`config.mk`:
```
export PLATFORM = sky130hd
export DESIGN_NAME = wb_arbiter2
export DESIGN_NICKNAME = d
export VERILOG_FILES = /design/src/rtl/wb_arb_pkg.sv /design/src/rtl/wb_arb_wdt.sv /design/src/rtl/wb_arbiter2.sv
export SDC_FILE = /design/constraint.sdc
export NUM_CORES = 1
export LEC_CHECK = 0
export CORE_AREA = 2 2 120 122
export CTS_CLUSTER_SIZE = 14
export DETAILED_ROUTE_END_ITERATION = 8
export DIE_AREA = 0 0 122 124
export GPL_TIMING_DRIVEN = 1
export HOLD_SLACK_MARGIN = 0.06
export SYNTH_ARGS = -nofsm -noshare
export SYNTH_HDL_FRONTEND = slang
export SYNTH_SLANG_ARGS = --single-unit
```
`constraint.sdc`:
```
create_clock -name clk -period 5.2 [get_ports clk]
set_input_delay 1.3 -clock clk [delete_from_list [all_inputs] [get_ports clk]]
set_output_delay 1.3 -clock clk [all_outputs]
set_load 0.02 [all_outputs]
```
`src/rtl/wb_arb_pkg.sv`:
```
// wb_arb_pkg: shared state encoding and default stall limit for the two-master Wishbone arbiter.
package wb_arb_pkg;
  typedef enum logic {IDLE = 1'b0, BUSY = 1'b1} state_t;
  localparam int TIMEOUT_DEF = 16;
endpackage

```
`src/rtl/wb_arb_wdt.sv`:
```
// wb_arb_wdt: slave-stall counter that flags the cycle in which the stall limit is reached.
module wb_arb_wdt
  import wb_arb_pkg::*;
#(
  parameter int TIMEOUT = TIMEOUT_DEF
) (
  input  logic clk,
  input  logic rst_n,
  input  logic clr,
  input  logic inc,
  output logic expired
);
  logic [7:0] r_cnt;
  always_ff @(posedge clk or negedge rst_n) begin
    if (!rst_n) r_cnt <= '0;
    else if (clr) r_cnt <= '0;
    else if (inc) r_cnt <= r_cnt + 8'd1;
  end
  assign expired = r_cnt == 8'(TIMEOUT - 1);
endmodule

```
`src/rtl/wb_arbiter2.sv`:
```
// wb_arbiter2: round-robin arbiter letting two Wishbone masters share one slave, with bus lock and stall timeout.
module wb_arbiter2
  import wb_arb_pkg::*;
#(
  parameter int TIMEOUT = TIMEOUT_DEF
) (
  input  logic        clk,
  input  logic        rst_n,
  input  logic [31:0] m0_adr_i,
  input  logic [31:0] m0_dat_i,
  input  logic        m0_we_i,
  input  logic        m0_stb_i,
  input  logic        m0_cyc_i,
  output logic [31:0] m0_dat_o,
  output logic        m0_ack_o,
  output logic        m0_err_o,
  input  logic [31:0] m1_adr_i,
  input  logic [31:0] m1_dat_i,
  input  logic        m1_we_i,
  input  logic        m1_stb_i,
  input  logic        m1_cyc_i,
  output logic [31:0] m1_dat_o,
  output logic        m1_ack_o,
  output logic        m1_err_o,
  output logic [31:0] s_adr_o,
  output logic [31:0] s_dat_o,
  output logic        s_we_o,
  output logic        s_stb_o,
  output logic        s_cyc_o,
  input  logic [31:0] s_dat_i,
  input  logic        s_ack_i,
  output logic [1:0]  grant_o
);
  state_t r_state, w_next;
  logic   r_owner, r_last;
  logic   w_req0, w_req1, w_req, w_pick, w_busy;
  logic   w_own_cyc, w_own_stb, w_stall, w_expired, w_timeout, w_leave;
  assign w_req0    = m0_cyc_i & m0_stb_i;
  assign w_req1    = m1_cyc_i & m1_stb_i;
  assign w_req     = w_req0 | w_req1;
  // on contention the master that did not own the bus last wins (1 = m1)
  assign w_pick    = (w_req0 & w_req1) ? ~r_last : w_req1;
  assign w_busy    = r_state == BUSY;
  assign w_own_cyc = r_owner ? m1_cyc_i : m0_cyc_i;
  assign w_own_stb = r_owner ? m1_stb_i : m0_stb_i;
  assign w_stall   = w_busy & w_own_stb & ~s_ack_i;
  assign w_timeout = w_stall & w_expired;
  assign w_leave   = w_busy & (~w_own_cyc | w_timeout);
  wb_arb_wdt #(.TIMEOUT(TIMEOUT)) u_wdt (
    .clk     (clk),
    .rst_n   (rst_n),
    .clr     (~w_busy | ~w_own_stb | s_ack_i | w_leave),
    .inc     (w_stall),
    .expired (w_expired)
  );
  always_comb begin
    w_next = w_busy ? (w_leave ? IDLE : BUSY) : (w_req ? BUSY : IDLE);
  end
  always_ff @(posedge clk or negedge rst_n) begin
    if (!rst_n) begin
      r_state <= IDLE;
      r_owner <= 1'b0;
      r_last  <= 1'b1;
    end else begin
      r_state <= w_next;
      if (!w_busy && w_req) r_owner <= w_pick;
      if (w_leave) r_last <= r_owner;
    end
  end
  always_comb begin
    s_adr_o  = w_busy ? (r_owner ? m1_adr_i : m0_adr_i) : '0;
    s_dat_o  = w_busy ? (r_owner ? m1_dat_i : m0_dat_i) : '0;
    s_we_o   = w_busy & (r_owner ? m1_we_i : m0_we_i);
    s_stb_o  = w_busy & w_own_stb;
    s_cyc_o  = w_busy & w_own_cyc;
    m0_ack_o = w_busy & ~r_owner & s_ack_i;
    m1_ack_o = w_busy & r_owner & s_ack_i;
    m0_err_o = ~r_owner & w_timeout;
    m1_err_o = r_owner & w_timeout;
    grant_o  = w_busy ? (r_owner ? 2'b10 : 2'b01) : 2'b00;
    m0_dat_o = s_dat_i;
    m1_dat_o = s_dat_i;
  end
endmodule

```
==> results.ini, run 1 <==
[detailed_routing]
detailroute.via_count = 2333
number_of_vias_per_cell_after_detailed_routing = 3.948
total_routed_wirelength_mm = 9.258
ant_nets = 0
drt-wirelength-per-cell_um = 15.66
drt_first_pass_iters = 4
initialDrtViolationCount = 98
residual_drc = 0

[timing]
worst_pin_slew_ns = 0.7393
final_min_period_over_clock_period_pct = 89.36
slew_viol_final = 0
grt_setup_unrepaired = no
finalSetupViolations = 0
fin_worst_skew_ns = 0.003128
total_negative_setup_slack_ns = 0
fmax_mhz = 215.2
slew_headroom_pct = 50.71
final-hold-violation-count = 0
min_period_ns = 4.647

[critical_path]
crit_path_start_kind = input port
worst_setup_path_end_kind = output pin
reg2reg_from = r_owner
worstSetupPathType = in2out
arrival_ns = 3.35
critPathRequiredTime_ns = 3.90
critical_path.startpoint = m0_stb_i
worst-path-max-fanout = 5

[cells_and_area]
antennaDiodeCount = 0
area_growth_syn_to_layout_pct = 90.83
drive_gt1_share_pct = 2.920
finish.utilization_pct = 28.66
most_frequent_cells_in_the_layout = clkdlybuf4s50_1 (209), nor2_1 (68), mux2i_1 (66)
finalNetCount = 582
most_common_cell_after_layout_fill_and_taps_aside = clkdlybuf4s50_1
fillers = 1440

[clock_network]
clock_tree.buffer_depth = 2
tritoncts.num_buffers = 3
cts_setup_buffers = 0
htree_num_levels = 1
clock_tree_from_tritoncts = done
root_buffer = clkbuf_16
clk_latency_ns = 0.24
path_clk_slew_ns = 0.04
clock_sinks = 11
postCtsHoldBufs = 0
cts_resized = 0

[die]
die_width_um = 122
io_pins = 306
std_cell_rows = 43
die_height_um = 124
initial_utilization_pct = 15.02
die_area_um2 = 15130
core_region_area_um2 = 13720

[power_and_ir_drop]
power.density_cell_area_nw_per_um2 = 368.5
power_leakage_nw = 1.477
vdd_ir_drop_max_v = 0.0002073

[placed_design]
placement.io_buffers = 209
hpwlAfterDp_mm = 7.692
gpl.final_weighted_congestion = 0.8292

[global_routing]
grt_start_max_net_pins = 44
total_global_route_track_usage_pct = 10.84
antenna_found_initial = 0
gr-total-overflow = 0
vias_in_the_first_global_route = 2263
grt_first_pass_wirelength_mm = 12.83

[synthesis]
synth-warning-count = 0
syn_nets = 445
seq_area_frac_synth_pct = 13.42
synth_cell_types = 32
synthCells = 275
syn_area_per_cell_um2 = 7.494
synth.cell_area_um2 = 2061
synth-seq-cells = 11

[min_path]
worst_hold_startpoint = u_wdt.r_cnt[0]
min-delay-path-class = reg2reg

[outcome]
status = finished, final reports clean

[flow_run]
cap_violations = 0

[report_power, final]
part	switching, W	internal (W)	total [W]
registers	0.0000805	0.000101	0.000181
clock network	0.0000413	0.000103	0.000144
logic	0.000556	0.000567	0.00112
total	0.000678	0.000771	0.00145
[worst paths after layout]
check                                       to  cells after the start  slack (ns)
worst max-delay path                  m0_err_o                      5        0.55
min in group asynchronous       u_wdt.r_cnt[4]                      1        1.41
max in group asynchronous              r_owner                      1        3.40
worst min register to register  u_wdt.r_cnt[0]                      1        0.50
worst max register to register         r_state                      3        3.06
worst min-delay path            u_wdt.r_cnt[0]                      1        0.50
[per-stage QoR]
stage	power, W	hold slack, ns	instance area (um^2)	worst slack, ns	cells
2_1_floorplan	0.0008403	0.4665	2061	1.484	275
3_3_place_gp	0.001313	0.4849	3854	0.5970	587
3_5_place_dp	0.001323	0.4964	3854	0.5640	587
4_1_cts	0.001473	0.5019	3933	0.5608	591
5_1_grt	0.001537	0.5338	3933	0.4196	591
6_report	0.001449	0.5008	3933	0.5533	591
[cells in the mapped netlist, drive strengths merged]
cell	n	area, um^2
dfrtp	10	250.2
nor4	1	6.260
nand4	1	6.260
clkbuf	5	18.77
a211o	1	8.760
a211oi	3	22.52
a31o	1	8.760
mux2	1	11.26
or3	3	18.77
or4	2	22.52
o41a	1	12.51
nand2	5	18.77
o21ai	5	25.02
and2	2	12.51
nand3	3	15.01
nor3	6	30.03
and3	2	12.51
xor2	1	8.760
mux2i	66	660.6
buf	74	524.3
o41ai	1	8.760
dfstp	1	26.28
inv	5	18.77
a221oi	1	8.760
nand3b	1	7.510
clkinv	1	3.750
xnor2	2	17.52
ha	1	12.51
o211ai	1	7.510
nor2	68	255.2
[worst max-delay path, stage by stage]
cell and delay [ns]:
clkdlybuf4s50_1 0.48, mux2i_1 0.15, or4_4 0.60, nor3_1 0.17
clkdlybuf4s50_1 0.64
[per-layer routing]
layer / up-vias / part of all wire, % / global-route usage, %
met5: - / 0 / 0
met2: 130 / 51 / 19.34
li1: 1134 / - / -
met4: 0 / 2.1 / 3.305
met1: 1052 / 38 / 12.52
met3: 17 / 9.9 / 3.114
[final cells by class]
class | instances | area (um^2) | share of cell area [%]
repair buffers | 211 | 2107 | 53.58
multi-input cells | 179 | 1219 | 30.99
flip-flops and latches | 11 | 280.3 | 7.127
well taps | 180 | 225.2 | 5.727
clock buffers | 4 | 78.83 | 2.004
inverters | 6 | 22.52 | 0.5727
[registers in the layout, summed over array words and instances, names as in the netlist]
signal / count
r_owner: 1
r_last: 1
r_state: 1
u_wdt.r_cnt: 8
[logic make-up (layout without fill, tap and decap cells)]
logic type / after synthesis / in the layout / share of synthesized area [%]
compound gates: 14 / 14 / 4.979
xor+xnor: 3 / 3 / 1.275
fa+ha+maj: 1 / 1 / 0.6071
buf+inv: 85 / 221 / 27.44
flops: 11 / 11 / 13.42
mux: 67 / 67 / 32.60
simple gates: 94 / 94 / 19.67
Note: power is estimated with default switching activity, not from simulation.
==> run 2: changes to the inputs <==
Settings changed: PLACE_DENSITY_LB_ADDON set to 0.1.
==> results.ini, run 2 (synthesized netlist as in run 1, its figures left out) <==
[outcome]
status = finished, final reports clean

[cells_and_area]
area_growth_syn_to_layout_pct = 91.56
registers.top_by_ff_count = u_wdt.r_cnt
most_common_cell_after_layout_fill_and_taps_aside = clkdlybuf4s50_1
finalNetCount = 584  ; +0.34%
drive_gt1_share_pct = 3.390  ; +0.47 points
stdcell_area_um2 = 3948  ; +0.38%
largest_reg_flops = 8  ; unchanged
most_frequent_cells_in_the_layout = clkdlybuf4s50_1 (209), nor2_1 (68), mux2i_1 (66)
multi_input_area_um2 = 1219  ; unchanged
fillers = 1486  ; +3.2%
regArea_um2 = 280.3  ; unchanged
antennaDiodeCount = 0  ; unchanged

[critical_path]
arrival_ns = 3.35  ; about the same
critPathRequiredTime_ns = 3.90  ; about the same
worst_setup_path_end_kind = output pin
worst-path-max-fanout = 5  ; unchanged
worstSetupPathType = in2out
crit_path_start_kind = input port

[power_and_ir_drop]
power.density_cell_area_nw_per_um2 = 371.1  ; +0.69%
power.total_w = 0.001465  ; +1.1%
fraction_of_power_spent_switching_nets_pct = 46.88  ; +0.083 points
power_frac_comb_pct = 77.7  ; +0.2 points
cell_internal_pwr_w = 0.0007781  ; +0.92%
total_switching_power_w = 0.0006867  ; +1.3%
share_clk_of_total_power_pct = 9.9  ; about the same
vdd_ir_drop_max_v = 0.0002569  ; +24%
power_leakage_nw = 1.486  ; +0.62%
seq_power_share_pct = 12.4  ; about the same

[timing]
min_period_ns = 4.645  ; -0.001187 ns
total_negative_setup_slack_ns = 0  ; unchanged
fin_worst_skew_ns = 0.001515  ; -0.001613 ns
final_min_period_over_clock_period_pct = 89.34  ; about the same
slew_viol_final = 0  ; unchanged
worst_pin_slew_ns = 0.7419  ; +0.002577 ns
grt_setup_unrepaired = no
slew_headroom_pct = 50.54  ; -0.17 points
finalSetupViolations = 0  ; unchanged
fmax_mhz = 215.3  ; about the same
final-hold-violation-count = 0  ; unchanged

[clock_network]
path_clk_slew_ns = 0.04  ; about the same
clock_tree_from_tritoncts = done
cts_setup_buffers = 0  ; unchanged
clk_latency_ns = 0.24  ; about the same
htree_num_levels = 1  ; unchanged
root_buffer = clkbuf_16
cts_resized = 0  ; unchanged
clock_tree.buffer_depth = 2  ; unchanged
tritoncts.num_buffers = 3  ; unchanged
clock_sinks = 11  ; unchanged
postCtsHoldBufs = 0  ; unchanged

[die]
die_area_um2 = 15130  ; unchanged
io_pins = 306  ; unchanged
die_height_um = 124  ; unchanged
core_region_area_um2 = 13720  ; unchanged
initial_utilization_pct = 15.02  ; unchanged
die_width_um = 122  ; unchanged
std_cell_rows = 43  ; unchanged

[global_routing]
grt_first_pass_wirelength_mm = 13.63  ; +6.3%
gr-total-overflow = 0  ; unchanged
antenna_found_initial = 0  ; unchanged
grt_start_max_net_pins = 44  ; unchanged
total_global_route_track_usage_pct = 11.85  ; +1.0 points
vias_in_the_first_global_route = 2223  ; -1.8%

[min_path]
min-delay-path-class = reg2reg

[detailed_routing]
number_of_vias_per_cell_after_detailed_routing = 3.902  ; -1.1%
detailroute.via_count = 2314  ; -0.81%
initialDrtViolationCount = 54  ; -45%
residual_drc = 0  ; unchanged
drt-wirelength-per-cell_um = 16.83  ; +7.5%
drt_first_pass_iters = 4  ; unchanged
ant_nets = 0  ; unchanged
total_routed_wirelength_mm = 9.982  ; +7.8%

[placed_design]
place_area_um2 = 3869  ; +0.39%
gpl.final_weighted_congestion = 0.7223  ; -13%
hpwlAfterDp_mm = 8.318  ; +8.1%
placement.io_buffers = 209  ; unchanged

[flow_run]
cap_violations = 0  ; unchanged

-- run 2: critical path, stage by stage --
cell and delay, ns:
clkdlybuf4s50_1 0.48, mux2i_1 0.16, or4_4 0.61, nor3_1 0.16, clkdlybuf4s50_1 0.64
-- run 2: layout make-up --
type	count	area share, %
Tap cell	180	5.705
Timing Repair Buffer	213	53.76
Inverter	6	0.5705
Sequential cell	11	7.100
Clock buffer	4	1.997
Multi-Input combinational cell	179	30.87
-- run 2: metrics by stage --
| stage | hold slack, ns | cells | util (%) | setup slack, ns |
|---|---|---|---|---|
| global route | 0.5085 | 593 | 28.77 | 0.5010 |
| CTS | 0.4982 | 593 | 28.77 | 0.5466 |
| detailed placement | 0.4925 | 589 | 28.20 | 0.5506 |
| global placement | 0.4902 | 589 | 28.20 | 0.5719 |
| finish | 0.4950 | 593 | 28.77 | 0.5545 |
| floorplan | 0.4665 | 275 | - | 1.484 |
-- run 2: routing by layer --
metal | global-route usage, % | up-vias | part of all wire, %
met4 | 1.796 | 0 | 0.56
li1 | - | 1138 | -
met3 | 2.335 | 7 | 7.7
met5 | 0 | - | 0
met1 | 12.56 | 1056 | 36
met2 | 24.30 | 113 | 56
-- run 2: power groups by stage --
stage	Combinational (W)	Clock (W)	Sequential, W
after floorplan	0.000733	0	0.000108
after global placement	0.00115	0	0.000186
after detailed placement	0.00115	0	0.000185
after CTS	0.00116	0.000147	0.000184
after global routing	0.00121	0.000153	0.000188
final	0.00114	0.000145	0.000182
-- run 2: worst paths after layout --
kind,from,endpoint,slack [ns],cells after the start
max,m0_stb_i,m0_err_o,0.55,5
min in group asynchronous,rst_n,r_owner,1.41,1
min,u_wdt.r_cnt[0],u_wdt.r_cnt[0],0.49,1
max reg2reg,r_owner,r_state,3.06,3
min reg2reg,u_wdt.r_cnt[0],u_wdt.r_cnt[0],0.49,1
max in group asynchronous,rst_n,r_owner,3.39,1
==> run 3: changes to the inputs <==
Settings changed: REMOVE_ABC_BUFFERS set to 1.
Clock period 5.2 ns to 6 ns, I/O delays scaled along.
==> results.ini, run 3 (synthesized netlist as in run 1, its figures left out) <==
[die]
die_width_um = 122  ; unchanged
std_cell_rows = 43  ; unchanged
initial_utilization_pct = 15.02  ; unchanged
core_region_area_um2 = 13720  ; unchanged
die_height_um = 124  ; unchanged
die_area_um2 = 15130  ; unchanged
io_pins = 306  ; unchanged

[cells_and_area]
finish.utilization_pct = 28.66  ; -0.11 points
largest_reg_flops = 8  ; unchanged
most_frequent_cells_in_the_layout = clkdlybuf4s50_1 (209), nor2_1 (68), mux2i_1 (66)
registers.top_by_ff_count = u_wdt.r_cnt
area_growth_syn_to_layout_pct = 90.83
antennaDiodeCount = 0  ; unchanged
drive_gt1_share_pct = 2.920  ; -0.47 points
most_common_cell_after_layout_fill_and_taps_aside = clkdlybuf4s50_1
finalNetCount = 582  ; -0.34%

[clock_network]
clock_tree_from_tritoncts = done
path_clk_slew_ns = 0.04  ; about the same
root_buffer = clkbuf_16
cts_resized = 0  ; unchanged
clock_tree.buffer_depth = 2  ; unchanged
postCtsHoldBufs = 0  ; unchanged
cts_setup_buffers = 0  ; unchanged
clock_sinks = 11  ; unchanged
clk_latency_ns = 0.24  ; about the same
htree_num_levels = 1  ; unchanged
tritoncts.num_buffers = 3  ; unchanged

[power_and_ir_drop]
power_leakage_nw = 1.477  ; -0.61%
power.total_w = 0.001258  ; -14%
power.density_cell_area_nw_per_um2 = 319.8  ; -14%
vdd_ir_drop_max_v = 0.0001384  ; -46%

[detailed_routing]
residual_drc = 0  ; unchanged
number_of_vias_per_cell_after_detailed_routing = 4.125  ; +5.7%
wirelength_met1_mm = 4.648  ; +29%
met2RoutedLength_mm = 5.443  ; -2.1%
ant_nets = 0  ; unchanged
initialDrtViolationCount = 72  ; +33%
route.top_layer_used = met4
drt-wirelength-per-cell_um = 21.12  ; +25%
total_routed_wirelength_mm = 12.48  ; +25%
wl_met3_mm = 2.292  ; +200%
detailroute.via_count = 2438  ; +5.4%
drt_first_pass_iters = 4  ; unchanged

[timing]
fin_worst_skew_ns = 0.0006889  ; -0.0008265 ns
finalSetupViolations = 0  ; unchanged
fmax_mhz = 196.6
final_min_period_over_clock_period_pct = 84.78
final-hold-violation-count = 0  ; unchanged
slew_headroom_pct = 57.13  ; +6.6 points
grt_setup_unrepaired = no
min_period_ns = 5.087
total_negative_setup_slack_ns = 0  ; unchanged
worst_pin_slew_ns = 0.6430  ; -0.09885 ns
slew_viol_final = 0  ; unchanged

[placed_design]
gpl.final_weighted_congestion = 0.7180  ; -0.60%
hpwlAfterDp_mm = 10.29  ; +24%
placement.io_buffers = 209  ; unchanged

[global_routing]
gr-total-overflow = 0  ; unchanged
grt_start_max_net_pins = 56  ; +27%
vias_in_the_first_global_route = 2337  ; +5.1%
antenna_found_initial = 0  ; unchanged
grt_first_pass_wirelength_mm = 16.37  ; +20%
total_global_route_track_usage_pct = 14.70  ; +2.8 points

[critical_path]
crit_path_start_kind = input port
worst_setup_path_end_kind = output pin
crit_path_cell_trace = clkdlybuf4s50_1, mux2i_1, or4_4, nor3_1, clkdlybuf4s50_1
crit_top_cell = clkdlybuf4s50_1
critPathRequiredTime_ns = 4.50  ; +0.60 ns
worstSetupPathType = in2out
worst-path-buf-inv = 2  ; unchanged
worst-path-max-fanout = 5  ; unchanged
family_with_the_most_delay_on_the_worst_path = buffers and inverters
slowest_stage = clkdlybuf4s50_1
max_stage_delay_ns = 0.65  ; about the same
arrival_ns = 3.59  ; +0.24 ns

[flow_run]
cap_violations = 0  ; unchanged

[outcome]
status = finished, final reports clean

[min_path]
min-delay-path-class = reg2reg

==> run 3: per-layer routing <==
layer	global-route usage, %	vias to the layer above
li1	-	1134
met1	16.33	1103
met2	22.14	191
met3	11.95	10
met4	1.940	0
met5	2.778	-
==> run 3: where the power goes <==
group / internal, W / total [W] / switching (W)
Combinational: 0.000490 / 0.000988 / 0.000498
Sequential: 0.0000878 / 0.000148 / 0.0000598
Clock: 0.0000893 / 0.000122 / 0.0000330
Total: 0.000667 / 0.00126 / 0.000590
==> run 3: final timing paths <==
path / depth (start not counted) / to / from / slack [ns]
worst max-delay path: 5 / m0_err_o / m0_stb_i / 0.91
worst min-delay path: 1 / u_wdt.r_cnt[0] / u_wdt.r_cnt[0] / 0.49
worst max register to register: 3 / r_state / r_owner / 4.00
worst min register to register: 1 / u_wdt.r_cnt[0] / u_wdt.r_cnt[0] / 0.49
max in group asynchronous: 1 / r_owner / rst_n / 3.96
min in group asynchronous: 1 / u_wdt.r_cnt[1] / rst_n / 1.63
==> run 3: layout make-up <==
class / count / area (um^2)
Fill cell: 1491 / 9787
Timing Repair Buffer: 211 / 2107
Multi-Input combinational cell: 179 / 1219
Sequential cell: 11 / 280.3
Tap cell: 180 / 225.2
Clock buffer: 4 / 78.83
Inverter: 6 / 22.52
==> run 3: stage by stage <==
stage | instances | setup slack [ns] | instance area [um^2] | hold WS (ns)
after CTS | 591 | 0.8683 | 3933 | 0.4963
after floorplan | 196 | 0.6249 | 1518 | 0.4665
final | 591 | 0.9131 | 3933 | 0.4892
after detailed placement | 587 | 0.8874 | 3854 | 0.4930
after global placement | 587 | 0.9561 | 3854 | 0.4910
after global routing | 591 | 0.7942 | 3933 | 0.5208
